### config.mk
export PLATFORM = sky130hd
export DESIGN_NAME = cw_sequencer
export DESIGN_NICKNAME = d
export VERILOG_FILES = /design/src/rtl/cw_sequencer.sv
export SDC_FILE = /design/constraint.sdc
export NUM_CORES = 1
export LEC_CHECK = 0
export CAP_MARGIN = 20
export CORE_ASPECT_RATIO = 0.6
export CORE_UTILIZATION = 45
export DETAILED_ROUTE_END_ITERATION = 7
export GPL_TIMING_DRIVEN = 0
export PLACE_DENSITY = 0.62
export SLEW_MARGIN = 20
export SYNTH_ARGS = -nofsm -noshare
export SYNTH_HDL_FRONTEND = slang
export SYNTH_SLANG_ARGS = --single-unit
### constraint.sdc
create_clock -name clock -period 8.1 [get_ports clock]
set_clock_uncertainty 0.15 [all_clocks]
set_input_delay 1.215 -clock clock [delete_from_list [all_inputs] [get_ports clock]]
set_output_delay 1.215 -clock clock [all_outputs]
set_load 0.01 [all_outputs]
### src/rtl/cw_sequencer.sv
`default_nettype none
// ============================================================================
// Module   : cw_sequencer
// Purpose  : Control-word sequencer for the LEGv8 datapath. A small loadable
//            program memory holds {control word, constant, last} entries that
//            are presented for exactly one clock each, free-running or
//            single-stepped, until a last-marked entry or the final slot.
// Ports    : clock/reset        rising-edge clock, async active-low reset
//            load_*             program-memory write port, load_err on reject
//            start/abort        run control (abort has priority)
//            step_mode/step     single-step selection (sampled at start)/advance
//            status             datapath flags (captured when enabled)
//            ControlWord/constant  registered entry outputs, 0 when idle
//            pc/busy/done       run progress
//            cap_addr/cap_status   status-capture readback
// Options  : CWSEQ_STATUS_CAPTURE_EN enables per-entry status capture.
// Revision : 1.0 - initial release
// ============================================================================
module cw_sequencer #(
    parameter int CW_WIDTH   = 25,
    parameter int DATA_WIDTH = 64,
    parameter int DEPTH      = 16,
    localparam int AW        = $clog2(DEPTH)
) (
    input  logic                  clock,
    input  logic                  reset,
    input  logic                  load_we,
    input  logic [AW-1:0]         load_addr,
    input  logic [CW_WIDTH-1:0]   load_cw,
    input  logic [DATA_WIDTH-1:0] load_const,
    input  logic                  load_last,
    output logic                  load_err,
    input  logic                  start,
    input  logic                  abort,
    input  logic                  step_mode,
    input  logic                  step,
    input  logic [3:0]            status,
    output logic [CW_WIDTH-1:0]   ControlWord,
    output logic [DATA_WIDTH-1:0] constant,
    output logic [AW-1:0]         pc,
    output logic                  busy,
    output logic                  done,
    input  logic [AW-1:0]         cap_addr,
    output logic [3:0]            cap_status
);

    typedef enum logic [1:0] {
        ST_IDLE  = 2'd0,
        ST_RUN   = 2'd1,
        ST_PAUSE = 2'd2,
        ST_DONE  = 2'd3
    } state_t;

    // Program memory (deliberately not reset so a reset keeps the program)
    logic [CW_WIDTH-1:0]   mem_cw    [DEPTH];
    logic [DATA_WIDTH-1:0] mem_const [DEPTH];
    logic [DEPTH-1:0]      mem_last;

    state_t          state;
    logic            step_mode_q;
    logic            load_ok;
    logic            at_end;
    logic [AW-1:0]   pc_next;

    // Writes are only safe while nothing is being presented and no run is
    // about to begin on the same edge.
    assign load_ok = load_we && !start && ((state == ST_IDLE) || (state == ST_DONE));
    // The DEPTH-1 bound stops the run even without a last marker, so pc never wraps.
    assign at_end  = mem_last[pc] || (pc == AW'(DEPTH - 1));
    assign pc_next = pc + AW'(1);

    always_ff @(posedge clock) begin
        if (load_ok) begin
            mem_cw[load_addr]    <= load_cw;
            mem_const[load_addr] <= load_const;
            mem_last[load_addr]  <= load_last;
        end
    end

    always_ff @(posedge clock or negedge reset) begin
        if (!reset) begin
            state       <= ST_IDLE;
            step_mode_q <= 1'b0;
            ControlWord <= '0;
            constant    <= '0;
            pc          <= '0;
            busy        <= 1'b0;
            done        <= 1'b0;
            load_err    <= 1'b0;
        end else begin
            load_err <= load_we && !load_ok;
            if (abort) begin
                state       <= ST_IDLE;
                ControlWord <= '0;
                constant    <= '0;
                pc          <= '0;
                busy        <= 1'b0;
                done        <= 1'b0;
            end else begin
                case (state)
                    ST_IDLE, ST_DONE: begin
                        if (start) begin
                            state       <= ST_RUN;
                            step_mode_q <= step_mode;
                            ControlWord <= mem_cw[0];
                            constant    <= mem_const[0];
                            pc          <= '0;
                            busy        <= 1'b1;
                            done        <= 1'b0;
                        end
                    end
                    ST_RUN: begin
                        // Every presented entry lasts exactly one cycle.
                        if (at_end) begin
                            state       <= ST_DONE;
                            ControlWord <= '0;
                            constant    <= '0;
                            busy        <= 1'b0;
                            done        <= 1'b1;
                        end else if (step_mode_q) begin
                            state       <= ST_PAUSE;
                            ControlWord <= '0;
                            constant    <= '0;
                        end else begin
                            pc          <= pc_next;
                            ControlWord <= mem_cw[pc_next];
                            constant    <= mem_const[pc_next];
                        end
                    end
                    ST_PAUSE: begin
                        // PAUSE is only entered when the entry at pc was not
                        // the end of the program, so pc_next is in range.
                        if (step) begin
                            state       <= ST_RUN;
                            pc          <= pc_next;
                            ControlWord <= mem_cw[pc_next];
                            constant    <= mem_const[pc_next];
                        end
                    end
                    default: state <= ST_IDLE;
                endcase
            end
        end
    end

`ifdef CWSEQ_STATUS_CAPTURE_EN
    logic [3:0] cap [DEPTH];

    // The edge that ends a presented entry is any edge seen while in RUN.
    always_ff @(posedge clock) begin
        if (state == ST_RUN) begin
            cap[pc] <= status;
        end
    end

    assign cap_status = cap[cap_addr];
`else
    logic unused_capture;

    assign cap_status     = 4'b0;
    assign unused_capture = &{1'b0, status, cap_addr};
`endif

endmodule
`default_nettype wire

==> out/metrics.csv, run 1 <==
stage,metric,value,unit
cells_and_area,finalNetCount,3345,
clock_network,clock_sink_count,1539,
grt,grt_start_max_net_pins,70,
power_and_ir_drop,switching_share_of_power,29.1,%
setup_path,worst-path-stages,9,
floorplanning,die_h,283,um
setup_path,crit_path_frequent_cell,sky130_fd_sc_hd__clkbuf_1,
setup_path,cp_cell_sequence,inv_1 -> ha_1 -> nor2b_1 -> a21o_1 -> clkbuf_1 -> clkbuf_1 -> clkbuf_1 -> a21oi_1 -> o22ai_1,
yosys,synth.largest_area_cell,sky130_fd_sc_hd__edfxtp_1,
cells_and_area,drive_gt1_share,25.3,%
setup_path,worst_ep_arrival_time,5.06,ns
route,detail_route.wirelength,152000,um
yosys,synth-main-ff-cell,sky130_fd_sc_hd__edfxtp_1,
timing,worst-slew-pin-transition,1.12,ns
run,cap_violations,0,
floorplanning,initial_core_util,45.7,%
clock_network,cts.clk_slew.worst_paths,0.06,ns
route,postRouteAntennaNets,0,
setup_path,critical_path_peak_fanout,10,
power_and_ir_drop,power.clock.fraction,30.4,%
yosys,synth_edf_count,1440,
setup_path,crit_buf_inv,4,
timing,rsz0062_at_grt,false,
yosys,synth.most_common_cell,sky130_fd_sc_hd__edfxtp_1,
power_and_ir_drop,combinationalPowerShare,27.9,%
clock_network,ctsLongestPathBuffers,3,
clock_network,tritoncts,built,
grt,groute.usage.overall,23.0,%
clock_network,ctsHtreeMaxLevel,4,
yosys,syn_avg_cell_area,21.3,sq um
route,number_of_drc_markers_after_the_initial_detailed_route_iteration,3455,
power_and_ir_drop,power.net_switching,6410,uW
route,remaining_drc_errors,0,
setup_path,path_class,reg2reg,
grt,grt_overflow,0,
yosys,synth_cell_types,44,
worst_hold_path,hold_path.class,in2async,
power_and_ir_drop,p_seq_share,41.7,%
setup_path,worst_r2r_path_depth,9,
timing,achievable-frequency,220,MHz
setup_path,critPathCaptureType,register,
floorplanning,fp-row-count,102,
timing,timing.final.max_slew_violations,0,
floorplanning,core_area,130000,sq um
run_status,status,"complete, no violations",
clock_network,post_cts.repair.setup_buffers,0,
placed_design,placedCellCount,4804,
route,avgRoutedWirePerCell,30.1,um
setup_path,required,8.62,ns
floorplanning,boundaryPins,209,
power_and_ir_drop,max-vdd-ir-drop,0.246,mV
route,vias,30200,
yosys,synth_cells,2789,
timing,timing.final.crit_period,4.54,ns
placed_design,post-place-ws,3.09,ns
yosys,netlist_top_cells_area,"sky130_fd_sc_hd__edfxtp_1 73%, sky130_fd_sc_hd__mux4_2 14%, sky130_fd_sc_hd__dfrtp_1 4.2%",
yosys,synthTopCellsByCount,"1440 x sky130_fd_sc_hd__edfxtp_1, 358 x sky130_fd_sc_hd__mux4_2, 109 x sky130_fd_sc_hd__clkbuf_1",
route,initial_drt_pass_iterations,5,
grt,grt_antenna_before_repair,14,
cells_and_area,instances_no_fill,5068,
yosys,yosys_warnings,0,
timing,postLayoutSetupSlackWorst,3.56,ns
route,vias_per_cell,5.96,
yosys,synth.cell_area,59300,sq um
timing,finalCritPeriodShare,56.0,%
floorplanning,die_w,471,um
cells_and_area,syn2layout_area_growth,18.5,%
placed_design,detailed_place_hpwl,101000,um
yosys,synth_top_area_share,72.9,%
clock_network,cts-buffers-inserted,143,
setup_path,slowest_stage,sky130_fd_sc_hd__clkbuf_1,
timing,hold_viol_final,0,
setup_path,cp_top_family,buffers and inverters,
grt,number_of_global_route_vias_before_repair,31100,
clock_network,root_buffer_selected_by_cts,sky130_fd_sc_hd__clkbuf_16,
power_and_ir_drop,leakage,0.0232,uW
timing,timing.slew.headroom,25.6,%
placed_design,placer_s_final_routability_congestion_estimate,0.756,
timing,setup_viol_count_final,0,
timing,finalHoldWorstSlack,0.179,ns
timing,setup_tns,0,ns
power_and_ir_drop,power.internal,15700,uW
clock_network,clkLatencyLatePin,0.77,ns
power_and_ir_drop,power_after_layout,22100,uW
yosys,synth_seq_area_share,77.0,%
setup_path,timing.critical_path.from_type,register,
power_and_ir_drop,power_density,314,nW/um^2
placed_design,number_of_port_buffers,195,
yosys,ys_async_sr_fraction,6.43,%
yosys,synth.ff_latch_count,1539,
floorplanning,fp.dieArea,133000,sq um
clock_network,post_cts_resize_count,0,
clock_network,cts_hold_buf,0,
grt,grt_pass1_wl,220000,um
setup_path,slowest_delay,0.84,ns
-- layer usage --
metal,GRT usage (%),vias up,share of wire [%]
met5,0,-,0.056
met4,5.80,14,2.0
met3,4.48,225,7.6
met2,36.3,1262,48
met1,33.2,16200,43
li1,-,12500,-
-- area by class of cell --
| type | count | area (sq um) |
|---|---|---|
| antenna | 2 | 5.00 |
| buffer | 176 | 764 |
| multi-input combinational | 1070 | 13000 |
| clock buffer | 194 | 4120 |
| clock inverter | 68 | 554 |
| inverter | 7 | 26.3 |
| timing repair buffer | 296 | 3950 |
| sequential | 1539 | 45700 |
| tap | 1716 | 2150 |
| fill | 9764 | 59600 |
-- path summary, 6_finish.rpt --
check,slack [ns],end,start
setup / recovery,3.56,constant[55],state[0]
hold / removal,0.18,ControlWord[4],reset
setup reg to reg,3.56,constant[55],state[0]
hold reg to reg,0.38,step_mode_q,step_mode_q
max in group asynchronous,6.82,constant[17],reset
min in group clock,0.38,step_mode_q,step_mode_q
-- through the flow --
stage                     util [%]  area [sq um]
final                         54.1         70300
after global routing          54.1         70300
after CTS                     54.1         70300
after detailed placement      50.5         65600
after global placement        48.9         63500
after floorplan                  -         59400
-- flip-flops by register name (all words and copies together) (netlist names) --
signal and count:
mem_last 16, step_mode_q 1, load_err 1, mem_const 1024, busy 1, done 1
constant 64, pc 4, state 2, ControlWord 25, mem_cw 400
-- power by group through the flow --
stage                     Sequential [uW]  Clock [uW]  Combinational [uW]
after floorplan                      9360           0                3860
after global placement               9400           0                6030
after detailed placement             9370           0                6180
after CTS                            9210        6810                6220
after global routing                 9220        7100                6570
final                                9200        6720                6150
-- worst register-to-register path, stage by stage, from the launching register on --
cell	delay [ns]
sky130_fd_sc_hd__dfrtp_1	0.39
sky130_fd_sc_hd__inv_1	0.08
sky130_fd_sc_hd__ha_1	0.61
sky130_fd_sc_hd__nor2b_1	0.59
sky130_fd_sc_hd__a21o_1	0.15
sky130_fd_sc_hd__clkbuf_1	0.63
sky130_fd_sc_hd__clkbuf_1	0.84
sky130_fd_sc_hd__clkbuf_1	0.66
sky130_fd_sc_hd__a21oi_1	0.17
sky130_fd_sc_hd__o22ai_1	0.18
-- kinds of logic (layout without fill, tap and decap cells) --
kind of cell             after synthesis  count (layout)  synth area share, %
flip-flops                          1539            1539                 77.0
multiplexers                         541             541                 16.9
AO/OA/AOI/OAI                        295             295                 2.76
AND/OR/NAND/NOR                      225             225                 1.91
buffers and inverters                183             741                 1.32
adder cells (fa/ha/maj)                3               3               0.0633
XOR/XNOR                               2               2               0.0295
other                                  1               6              0.00632
-- layout by cell type (no fill, tap or decap), types with 8 or more instances in the layout --
cell type / instances
sky130_fd_sc_hd__clkdlybuf4s50_1: 194
sky130_fd_sc_hd__dfrtp_1: 99
sky130_fd_sc_hd__edfxtp_1: 1440
sky130_fd_sc_hd__mux2_2: 90
sky130_fd_sc_hd__bufinv_16: 8
sky130_fd_sc_hd__and3_1: 89
sky130_fd_sc_hd__nand2_1: 95
sky130_fd_sc_hd__o22ai_1: 89
sky130_fd_sc_hd__buf_6: 8
sky130_fd_sc_hd__clkinv_1: 19
sky130_fd_sc_hd__o21ai_0: 95
sky130_fd_sc_hd__mux4_2: 358
sky130_fd_sc_hd__nor2_4: 12
sky130_fd_sc_hd__a21oi_1: 98
sky130_fd_sc_hd__buf_12: 41
sky130_fd_sc_hd__buf_8: 33
sky130_fd_sc_hd__mux2i_1: 93
sky130_fd_sc_hd__clkbuf_1: 132
sky130_fd_sc_hd__buf_16: 23
sky130_fd_sc_hd__buf_1: 11
sky130_fd_sc_hd__buf_2: 49
sky130_fd_sc_hd__clkinv_2: 30
sky130_fd_sc_hd__clkbuf_16: 153
sky130_fd_sc_hd__clkbuf_8: 14
Note: power is estimated with default switching activity, not from simulation.
==> run 2: changes to the inputs <==
Settings changed: PLACE_DENSITY 0.62 to 0.6.
Clock period 8.1 ns to 4.5 ns, I/O delays scaled along.
==> out/metrics.csv, run 2 (synthesized netlist as in run 1, its figures left out) <==
stage,metric,value,unit,change
worst_hold_path,hold_path.class,in2async,,unchanged
timing,postLayoutSetupSlackWorst,0.268,ns,was 3.56 ns
route,postRouteAntennaNets,0,,unchanged
timing,timing.final.crit_period,4.23,ns,was 4.54 ns
cells_and_area,syn2layout_area_growth,18.7,%,was 18.5%
clock_network,ctsHtreeMaxLevel,4,,unchanged
route,number_of_drc_markers_after_the_initial_detailed_route_iteration,3690,,was 3455
cells_and_area,drive_gt1_share,24.9,%,was 25.3%
route,detail_route.wirelength,152000,um,about the same
floorplanning,die_h,283,um,unchanged
timing,worst-slew-pin-transition,1.16,ns,was 1.12 ns
setup_path,critPathCaptureType,register,,unchanged
cells_and_area,finalNetCount,3349,,was 3345
setup_path,critical_path_peak_fanout,10,,unchanged
cells_and_area,register_name_with_the_most_flops,mem_const,,unchanged
timing,timing.final.max_slew_violations,0,,unchanged
clock_network,cts-buffers-inserted,142,,was 143
setup_path,timing.critical_path.from_type,register,,unchanged
placed_design,post-place-ws,-0.111,ns,was 3.09 ns
clock_network,root_buffer_selected_by_cts,sky130_fd_sc_hd__clkbuf_16,,unchanged
floorplanning,initial_core_util,45.7,%,unchanged
route,avgRoutedWirePerCell,30.0,um,was 30.1 um
cells_and_area,mostFrequentLayoutCell,sky130_fd_sc_hd__edfxtp_1,,unchanged
grt,grt_start_max_net_pins,62,,was 70
grt,grt_overflow,0,,unchanged
clock_network,ctsLongestPathBuffers,3,,unchanged
timing,hold_viol_final,0,,unchanged
cells_and_area,post-route-util,54.2,%,was 54.1%
setup_path,critical_path.reg2reg.endpoint,constant[48],,was constant[55]
floorplanning,core_area,130000,sq um,unchanged
grt,grt_antenna_before_repair,13,,was 14
timing,rsz0062_at_grt,false,,unchanged
route,vias,30300,,was 30200
clock_network,tritoncts,built,,unchanged
setup_path,r2r_start,state[0],,unchanged
setup_path,path_class,reg2reg,,unchanged
run_status,status,"complete, no violations",,unchanged
setup_path,worst_ep_arrival_time,4.76,ns,was 5.06 ns
cells_and_area,largest_reg_flops,1024,,unchanged
placed_design,placer_s_final_routability_congestion_estimate,0.768,,was 0.756
timing,setup_viol_count_final,0,,unchanged
grt,groute.usage.overall,23.1,%,was 23.0%
cells_and_area,mostFrequentLayoutCells,"1440 x sky130_fd_sc_hd__edfxtp_1, 358 x sky130_fd_sc_hd__mux4_2, 194 x sky130_fd_sc_hd__clkdlybuf4s50_1, 153 x sky130_fd_sc_hd__clkbuf_1, 150 x sky130_fd_sc_hd__clkbuf_16",,"was 1440 x sky130_fd_sc_hd__edfxtp_1, 358 x sky130_fd_sc_hd__mux4_2, 194 x sky130_fd_sc_hd__clkdlybuf4s50_1, 153 x sky130_fd_sc_hd__clkbuf_16, 132 x sky130_fd_sc_hd__clkbuf_1"
setup_path,required,5.03,ns,was 8.62 ns
timing,timing.slew.headroom,22.8,%,was 25.6%
run,cap_violations,0,,unchanged
floorplanning,fp.dieArea,133000,sq um,unchanged
route,remaining_drc_errors,0,,unchanged
setup_path,worst_r2r_path_depth,9,,unchanged
clock_network,clkLatencyLatePin,0.77,ns,about the same
power_and_ir_drop,power_density,565,nW/um^2,was 314 nW/um^2
grt,grt_pass1_wl,220000,um,about the same
clock_network,clock_sink_count,1539,,unchanged
timing,achievable-frequency,236,MHz,was 220 MHz
placed_design,number_of_port_buffers,195,,unchanged
route,initial_drt_pass_iterations,5,,unchanged
route,vias_per_cell,5.97,,was 5.96
placed_design,detailed_place_hpwl,102000,um,was 101000 um
clock_network,cts.clk_slew.worst_paths,0.06,ns,about the same
setup_path,rrSetupSlack,0.27,ns,was 3.56 ns
timing,finalCritPeriodShare,94.0,%,was 56.0%
floorplanning,die_w,471,um,unchanged
power_and_ir_drop,max-vdd-ir-drop,0.512,mV,was 0.246 mV
power_and_ir_drop,leakage,0.0232,uW,about the same
cells_and_area,biggestRegsByFlops,"mem_const: 1024 flops, mem_cw: 400 flops, constant: 64 flops",,unchanged
grt,number_of_global_route_vias_before_repair,31100,,about the same
floorplanning,boundaryPins,209,,unchanged
floorplanning,fp-row-count,102,,unchanged
==> run 2: repair_timing <==
| item | CTS | global route |
|---|---|---|
| hold buffers | 1 | 0 |
| setup endpoints to repair | 4 | 10 |
| hold endpoints to repair | 38 | 0 |
| setup buffers | 0 | 0 |
| gates resized for setup | 0 | 3 |
==> run 2: cell type report <==
class,instances,area (sq um)
buffer,175,763
multi-input combinational,1070,13000
antenna,3,7.51
sequential,1539,45700
timing repair buffer,302,4090
fill,9774,59500
clock buffer,211,4090
tap,1716,2150
inverter,7,26.3
clock inverter,52,571
==> run 2: how the worst max path moves through the flow <==
stage | from | end | depth (start not counted)
global route | state[0] | constant[48] | 9
floorplan | state[0] | mem_const[12][0] | 6
detailed placement | start | constant[48] | 8
global placement | start | mem_const[8][24] | 5
finish | state[0] | constant[48] | 9
CTS | state[0] | constant[48] | 9
==> run 2: critical path, cell delays in order, from the launching register on <==
cell,delay (ns)
sky130_fd_sc_hd__dfrtp_1,0.38
sky130_fd_sc_hd__inv_1,0.06
sky130_fd_sc_hd__ha_1,0.54
sky130_fd_sc_hd__nor2b_1,0.62
sky130_fd_sc_hd__a21o_1,0.14
sky130_fd_sc_hd__clkbuf_1,0.67
sky130_fd_sc_hd__clkbuf_2,0.56
sky130_fd_sc_hd__clkbuf_1,0.63
sky130_fd_sc_hd__a21oi_1,0.20
sky130_fd_sc_hd__o22ai_1,0.17
==> run 2: where the power goes <==
part | internal, uW | switching, uW | total, uW
Sequential | 16200 | 395 | 16600
Clock | 7000 | 5170 | 12200
Combinational | 5130 | 5940 | 11100
Total | 28300 | 11500 | 39800
==> run 2: layer usage <==
metal / up-vias / wire [um] / global-route usage (%) / share of wire [%]
li1: 12500 / - / - / -
met1: 16200 / 66200 / 34.0 / 43
met2: 1274 / 70600 / 35.0 / 46
met3: 228 / 11700 / 4.32 / 7.7
met4: 14 / 3790 / 7.04 / 2.5
met5: - / 94 / 0 / 0.062
==> run 2: per-stage QoR <==
step | hold slack, ns | power (uW) | TNS (ns) | cell area [sq um] | instances
final | 0.268 | 39800 | 0 | 70400 | 5075
after global routing | 0.296 | 41300 | 0 | 70400 | 5074
after CTS | 0.259 | 40100 | 0 | 70400 | 5072
after detailed placement | 0.359 | 28000 | -1.05 | 65700 | 4809
after global placement | 0.354 | 27800 | -6330.51 | 63500 | 4703
after floorplan | 0.229 | 23800 | -372.61 | 59400 | 2792
